==> src/rtl/imm_gen_pipe.sv <==
// imm_gen_pipe: RV32I immediate generator for the decode stage.
// Decodes one instruction per cycle into a format code and an XLEN-wide
// immediate, buffered behind a two-entry (main + skid) output stage so the
// input ready never depends combinationally on out_ready.
// Optional feature macro: IMM_GEN_CSR_EN (Zicsr-aware SYSTEM decode).
//
// Handshake: a transfer happens on a rising edge where valid && ready are
// both high; a producer holding valid keeps its payload stable until then,
// and out_* stay stable while out_valid && !out_ready.
module imm_gen_pipe #(
    parameter int XLEN  = 32,
    parameter int TAG_W = 32,
    parameter int CNT_W = 16
) (
    input  logic             clk,
    input  logic             rst_n,
    input  logic             flush,
    input  logic             in_valid,
    output logic             in_ready,
    input  logic [31:0]      in_instr,
    input  logic [TAG_W-1:0] in_tag,
    output logic             out_valid,
    input  logic             out_ready,
    output logic [XLEN-1:0]  out_imm,
    output logic [2:0]       out_fmt,
    output logic [TAG_W-1:0] out_tag,
    output logic [CNT_W-1:0] illegal_count
);

    typedef enum logic [2:0] {
        FMT_NONE    = 3'd0,
        FMT_I       = 3'd1,
        FMT_S       = 3'd2,
        FMT_B       = 3'd3,
        FMT_U       = 3'd4,
        FMT_J       = 3'd5,
        FMT_Z       = 3'd6,
        FMT_ILLEGAL = 3'd7
    } fmt_e;

    typedef struct packed {
        logic [XLEN-1:0]  imm;
        fmt_e             fmt;
        logic [TAG_W-1:0] tag;
    } entry_t;

    fmt_e        dec_fmt;
    logic [31:0] imm32;
    entry_t      dec_entry;
    entry_t      main_q;
    entry_t      skid_q;
    logic        main_valid;
    logic        skid_valid;
    logic [CNT_W-1:0] cnt_q;
    logic        accept;
    logic        drain;

    // Classify the incoming opcode and build its 32-bit immediate.
    always_comb begin
        dec_fmt = FMT_ILLEGAL;
        imm32   = '0;
        case (in_instr[6:0])
            7'b0010011, 7'b0000011, 7'b1100111, 7'b0001111: begin
                dec_fmt = FMT_I;
                imm32   = {{20{in_instr[31]}}, in_instr[31:20]};
            end
            7'b0100011: begin
                dec_fmt = FMT_S;
                imm32   = {{20{in_instr[31]}}, in_instr[31:25], in_instr[11:7]};
            end
            7'b1100011: begin
                dec_fmt = FMT_B;
                imm32   = {{19{in_instr[31]}}, in_instr[31], in_instr[7],
                           in_instr[30:25], in_instr[11:8], 1'b0};
            end
            7'b0110111, 7'b0010111: begin
                dec_fmt = FMT_U;
                imm32   = {in_instr[31:12], 12'b0};
            end
            7'b1101111: begin
                dec_fmt = FMT_J;
                imm32   = {{11{in_instr[31]}}, in_instr[31], in_instr[19:12],
                           in_instr[20], in_instr[30:21], 1'b0};
            end
            7'b0110011: begin
                dec_fmt = FMT_NONE;
                imm32   = '0;
            end
            7'b1110011: begin
`ifdef IMM_GEN_CSR_EN
                case (in_instr[14:12])
                    3'b101, 3'b110, 3'b111: begin
                        dec_fmt = FMT_Z;
                        imm32   = {27'b0, in_instr[19:15]};
                    end
                    3'b001, 3'b010, 3'b011: begin
                        dec_fmt = FMT_I;
                        imm32   = {{20{in_instr[31]}}, in_instr[31:20]};
                    end
                    3'b000: begin
                        dec_fmt = FMT_NONE;
                        imm32   = '0;
                    end
                    default: begin
                        dec_fmt = FMT_ILLEGAL;
                        imm32   = '0;
                    end
                endcase
`else
                dec_fmt = FMT_I;
                imm32   = {{20{in_instr[31]}}, in_instr[31:20]};
`endif
            end
            default: begin
                dec_fmt = FMT_ILLEGAL;
                imm32   = '0;
            end
        endcase
    end

    // Widen to XLEN (Z immediates have bit 31 clear, so this also zero-extends them).
    always_comb begin
        dec_entry.imm = XLEN'($signed(imm32));
        dec_entry.fmt = dec_fmt;
        dec_entry.tag = in_tag;
    end

    assign accept = in_valid && in_ready;
    assign drain  = main_valid && out_ready;

    // Main/skid buffer: new results go to main when it is free or draining,
    // otherwise to skid; skid refills main when main drains.
    always_ff @(posedge clk or negedge rst_n) begin
        if (!rst_n) begin
            main_q     <= '0;
            skid_q     <= '0;
            main_valid <= 1'b0;
            skid_valid <= 1'b0;
        end else if (flush) begin
            main_valid <= 1'b0;
            skid_valid <= 1'b0;
        end else if (drain) begin
            if (skid_valid) begin
                main_q     <= skid_q;
                skid_valid <= 1'b0;
            end else if (accept) begin
                main_q     <= dec_entry;
            end else begin
                main_valid <= 1'b0;
            end
        end else if (!main_valid) begin
            if (accept) begin
                main_q     <= dec_entry;
                main_valid <= 1'b1;
            end
        end else if (accept) begin
            skid_q     <= dec_entry;
            skid_valid <= 1'b1;
        end
    end

    // Saturating count of ILLEGAL instructions accepted (flush does not clear it).
    always_ff @(posedge clk or negedge rst_n) begin
        if (!rst_n) begin
            cnt_q <= '0;
        end else if (accept && dec_fmt == FMT_ILLEGAL && cnt_q != {CNT_W{1'b1}}) begin
            cnt_q <= cnt_q + CNT_W'(1);
        end
    end

    assign in_ready      = !skid_valid;
    assign out_valid     = main_valid;
    assign out_imm       = main_q.imm;
    assign out_fmt       = main_q.fmt;
    assign out_tag       = main_q.tag;
    assign illegal_count = cnt_q;

endmodule

==> config.mk <==
export PLATFORM = sky130hd
export DESIGN_NAME = imm_gen_pipe
export DESIGN_NICKNAME = d
export VERILOG_FILES = /design/src/rtl/imm_gen_pipe.sv
export SDC_FILE = /design/constraint.sdc
export NUM_CORES = 1
export LEC_CHECK = 0
export BUFFER_PORTS_ARGS = -buffer_cell sky130_fd_sc_hd__buf_4
export CAP_MARGIN = 10
export CORE_MARGIN = 2
export CORE_UTILIZATION = 54
export CTS_CLUSTER_DIAMETER = 100
export DETAILED_ROUTE_END_ITERATION = 6
export GPL_ROUTABILITY_DRIVEN = 0
export GPL_TIMING_DRIVEN = 0
export PLACE_DENSITY = 0.87
export SYNTH_ARGS = -nofsm -noshare
export SYNTH_HDL_FRONTEND = slang
export SYNTH_SLANG_ARGS = --single-unit
==> constraint.sdc <==
create_clock -name clk -period 1.9 [get_ports clk]
set_input_delay 0.095 -clock clk [delete_from_list [all_inputs] [get_ports clk]]
set_output_delay 0.095 -clock clk [all_outputs]
set_load 0.005 [all_outputs]
# Word level (Yosys, flattened, before mapping)
# Cells that the tools add are included.
[op_classes] add_sub_neg=1 eq_ne=16 mux=16 bitwise_logic=2 reduce_logical=13
[op_table] cell="67-bit 2-to-1 mux" n=4
[op_table] cell="32-bit case mux with 5 select lines" n=1
[op_table] cell="7-bit equality test (second input constant)" n=4
[op_table] cell="7-bit by 6-bit equality test with 1-bit output (second input constant)" n=3
[op_table] cell="3-bit case mux with 6 select lines" n=1
[op_table] cell="16-bit by 1-bit adder with 16-bit output (second input constant)" n=1
[op_table] cell="16-bit inequality test (second input constant)" n=1
[op_table] cell="7-bit by 5-bit equality test with 1-bit output (second input constant)" n=2
[op_table] cell="1-bit 2-to-1 mux" n=10
[op_table] cell="7-bit by 2-bit equality test with 1-bit output (second input constant)" n=1
[op_table] cell="7-bit by 4-bit equality test with 1-bit output (second input constant)" n=1
[op_table] cell="3-bit inequality test (second input constant)" n=2
[op_table] cell="2-bit AND reduction" n=3
[op_table] cell="3-bit nonzero test" n=2
[op_table] cell="5-bit OR reduction" n=1
[op_table] cell="1-bit logical AND" n=4
[op_table] cell="4-bit AND reduction" n=1
[op_table] cell="3-bit equality test (second input constant)" n=1
[op_table] cell="2-bit by 1-bit inequality test with 1-bit output (second input constant)" n=1
[op_table] cell="1-bit NOT" n=2
[op_table] cell="2-bit OR reduction" n=1
[op_table] cell="1-bit logical NOT" n=1
[word_totals] regBits=152 out_inout_bits=85 word_cells=57

# Depth between registers and ports, before layout
[logic_depth] ltp_word=6 ltp_mapped=8 ltp_nobuf=6

# Worst setup path before layout
# No wires, ideal clock.
[synth_path] kind="register to register" from="register main_valid (netlist: out_valid)" to="register main_q, in the netlist out_imm[21]" setup_ns=0.124 arrival_ns=1.504 required_time_ns=1.776 setup_slack_ns=0.273 path_stages_with_launch=8 n_path_buf=3 period_less_slack_ns=1.627 cell_sequence="dfrtp_1 > buf_2 > nand3_1 > or2_2 > clkbuf_1 > buf_2 > o22ai_1 > a21oi_2"
[synth_between] elab_chain_len=3
[synth_lines] element="start: declaration" line_no="52" source="logic main_valid;"
[synth_lines] element="start signal: assignment" line_no="137" source="main_valid <= 1'b0;"
[synth_lines] element="start signal: assignment" line_no="140" source="main_valid <= 1'b0;"
[synth_lines] element="start signal: assignment" line_no="149" source="main_valid <= 1'b0;"
[synth_lines] element="1-bit logical AND" line_no="129" source="assign drain = main_valid && out_ready;"
[synth_lines] element="2-bit by 1-bit inequality test with 1-bit output (no line)"
[synth_lines] element="2-bit AND reduction (no line)"
[synth_lines] element="end signal: assignment" line_no="144" source="main_q <= skid_q;"
[synth_lines] element="end signal: assignment" line_no="147" source="main_q <= dec_entry;"
[synth_lines] element="end signal: assignment" line_no="153" source="main_q <= dec_entry;"
[synth_lines] element="end: declaration" line_no="50" source="entry_t main_q;"
# Parallel ways exist; a longest one is shown, timed or not.
# A chain may end at the register's enable or synchronous reset.

# Final worst setup path
[layout_path] from="register main_valid (netlist: out_valid)" to="register skid_q[59] (netlist name)"
[layout_between] elab_chain_len=3
[layout_lines] element="1-bit logical AND" line_no="129"
[layout_lines] element="1-bit NOT (no line)"
[layout_lines] element="4-bit AND reduction (no line) *"
[layout_lines] element="end signal: assignment" line_no="157" source="skid_q <= dec_entry;"
[layout_lines] element="end: declaration" line_no="51" source="entry_t skid_q;"
# Every way passes the cells marked *; elsewhere a longest branch is shown, timed or not.

==> summary.md <==
| Metric | Value |
|---|---|
| Pins over their slew limit | 0 |
| Global-route usage over all layers | 31.3% |
| First-pass GRT wire length | 32000 µm |
| Top cells by area, synth | dfrtp_1 (58%), nand2_1 (9.2%), o22ai_1 (6.3%) |
| Drt pass-1 iters | 5 |
| Synthesis Warnings | 0 |
| Sequential cell area | 3800 µm² |
| Core Area | 12000 µm² |
| Clock period minus worst slack | 1870 ps |
| Area growth syn-to-layout | 41.2% |
| Final setup vio count | 0 |
| WL/cell | 18.4 µm |
| Synth top area share | 57.7% |
| CP Capture Type | flip-flop |
| Number of fill cells | 740 |
| Relative slew slack | 50.1% |
| Critical Path Fanout Max | 10 |
| Num rows | 40 |
| Status | finished clean |
| Total Routed Length | 20200 µm |
| Post-synthesis sequential area ratio | 57.7% |
| Pwr per Cell Area | 1070 nW/µm² |
| Port Buf Inserts | 153 |
| N_diodes | 0 |
| Final hold violation count | 0 |
| Seq cells post-synth | 152 |
| Share of layout cells above drive strength 1 | 26.9% |
| Synth area leader | dfrtp_1 |
| Largest net degree at the start of global routing | 87 |
| Max clock buf depth | 2 |
| Most frequent cells after synthesis | nand2_1 (161), dfrtp_1 (152), a21oi_1 (81), nor2_1 (68), o22ai_1 (66) |
| Hold Path Class | primary input to flip-flop |
| Most used DFF post-synth | dfrtp_1 |
| Initial drt markers | 711 |
| Hold Slack | 127 ps |
| Synth Cell Area | 6600 µm² |
| Most common cell in the netlist | nand2_1 |
| Syn Inst Count | 699 |
| Initial antenna violation count | 0 |
| Vias | 6420 |
| Die Span X | 115 µm |
| Gr ovfl total | 0 |
| CTS tree | built |
| Post-route setup TNS | 0 ps |
| Initial Util | 55.2% |
| Worst vdd ir | 806 µV |
| CP Class | flip-flop to flip-flop |
| Post-synth EDFFs | 0 |
| Max Clk Rate | 536 MHz |
| CP Data Required Time | 2200 ps |
| Syn nets | 769 |
| Clk root buf | clkbuf_16 |
| Worst Clk Skew | 9.59 ps |
| CTS buffer count | 17 |
| Max-cap check violation count | 0 |
| Clock sinks | 152 |
| Clk_lat worst skew | 430 ps |
| CP arrival | 2170 ps |
| Clock Pin Slew Worst Setup and Hold Paths | 60 ps |
| Antenna violation net count after detailed routing | 0 |
| Die H | 115 µm |
| Via-to-Cell Ratio | 5.85 |
| Worst-margin pin slew | 748 ps |
| Multi-input combinational cell area | 2610 µm² |
| Setup crit start kind | flip-flop |
| DRC | 0 |
| Post-DP HPWL | 12300 µm |
| # nets final | 1008 |
| Tcrit/Tclk final | 98.2% |
| Vias in the first global route | 6460 |
| Die area | 13100 µm² |
| Pleak | 4.27 nW |
| Syn_area_per_cell | 9.44 µm² |
| H-tree levels | 4 |
| I/O pin count | 154 |
| Ys async rst share | 100% |
| Unique cell type count in the Yosys netlist | 53 |
==> registers in the layout, summed over array words and instances, names as in the netlist <==
register       cells
out_valid          1
out_tag           32
out_fmt            3
illegal_count     16
skid_valid         1
out_imm           32
skid_q            67
==> final cells by class <==
class / instances / area share, %
clock inverters: 6 / 0.914
plain buffers: 46 / 2.77
repair buffers: 220 / 19.6
multi-input cells: 497 / 28.1
inverters: 4 / 0.161
well taps: 147 / 1.98
flip-flops and latches: 152 / 40.9
clock buffers: 26 / 5.68
==> layout by cell type, fill, tap and decap left out, drive strengths merged, types with 3 or more instances in the layout <==
cell type,n
xnor2,13
and2,3
dlygate4sd3,60
buf,178
nor2,69
xor2,3
o22ai,66
dfrtp,152
nand4,10
mux2,3
a21oi,96
nand3,6
a31oi,10
inv,4
and3,8
nor2b,3
nand2,162
clkbuf,54
o21ai,19
==> layer usage <==
layer  routed length [µm]  up-vias  global-route usage [%]  share of wire, %
met1                 8060     3080                    40.5                40
met4                  890        0                    18.3               4.4
li1                     -     2912                       -                 -
met2                 9880      336                    49.4                49
met3                 1340       92                    6.25               6.6
met5                    0        -                       0                 0
==> what timing repair did <==
item	4_1_cts	5_1_grt
endpoints found under the setup margin	108	120
buffers inserted	0	5
gates cloned	0	1
hold buffers	60	0
pin swaps	0	2
endpoints found under the hold margin	184	0
resized for setup	8	30
==> final timing paths <==
| check | from | end | slack [ps] | cells after the start |
|---|---|---|---|---|
| worst max register to register | out_valid | skid_q[59] | 30 | 7 |
| min in group asynchronous | rst_n | illegal_count[0] | 220 | 2 |
| max in group asynchronous | rst_n | skid_q[10] | 850 | 3 |
| worst min register to register | skid_q[31] | skid_q[31] | 480 | 2 |
| worst max-delay path | out_valid | skid_q[59] | 30 | 7 |
| worst min-delay path | in_instr[7] | out_imm[0] | 130 | 4 |
==> cell families (layout without fill, tap and decap cells) <==
group / Yosys count / after routing / synth area share, %
AND/OR/NAND/NOR: 276 / 276 / 17.8
AO/OA/AOI/OAI: 199 / 199 / 17.9
flip-flops: 152 / 152 / 57.7
buffers and inverters: 50 / 302 / 3.55
XOR/XNOR: 16 / 16 / 2.12
multiplexers: 4 / 4 / 0.664
adder cells (fa/ha/maj): 2 / 2 / 0.360
==> worst max-delay path: stages (launching register included) <==
cell and delay, ps:
dfrtp_1 340, clkbuf_4 190, nand2_1 110, or3_1 340, buf_2 220, nor2_1 220, buf_4 220, a21oi_1 90
==> metrics by stage <==
stage                     util, %  setup WS (ps)  std cells  power [W]  area [µm²]
after floorplan                 -            273        699    0.00524        6600
after global placement       66.3           -182        999    0.00617        7930
after detailed placement     66.6           -199       1000    0.00627        7960
after CTS                    76.9           14.9       1092    0.00983        9200
after global routing         77.9          -59.4       1098     0.0104        9310
final                        77.9           34.2       1098    0.00995        9310
==> power breakdown <==
group | switching [W] | internal [W] | leakage (nW)
Combinational | 0.000955 | 0.00110 | 2.13
Clock | 0.00132 | 0.00218 | 0.299
Sequential | 0.000487 | 0.00392 | 1.84
Total | 0.00276 | 0.00719 | 4.27
(Power assumes the default switching activity.)
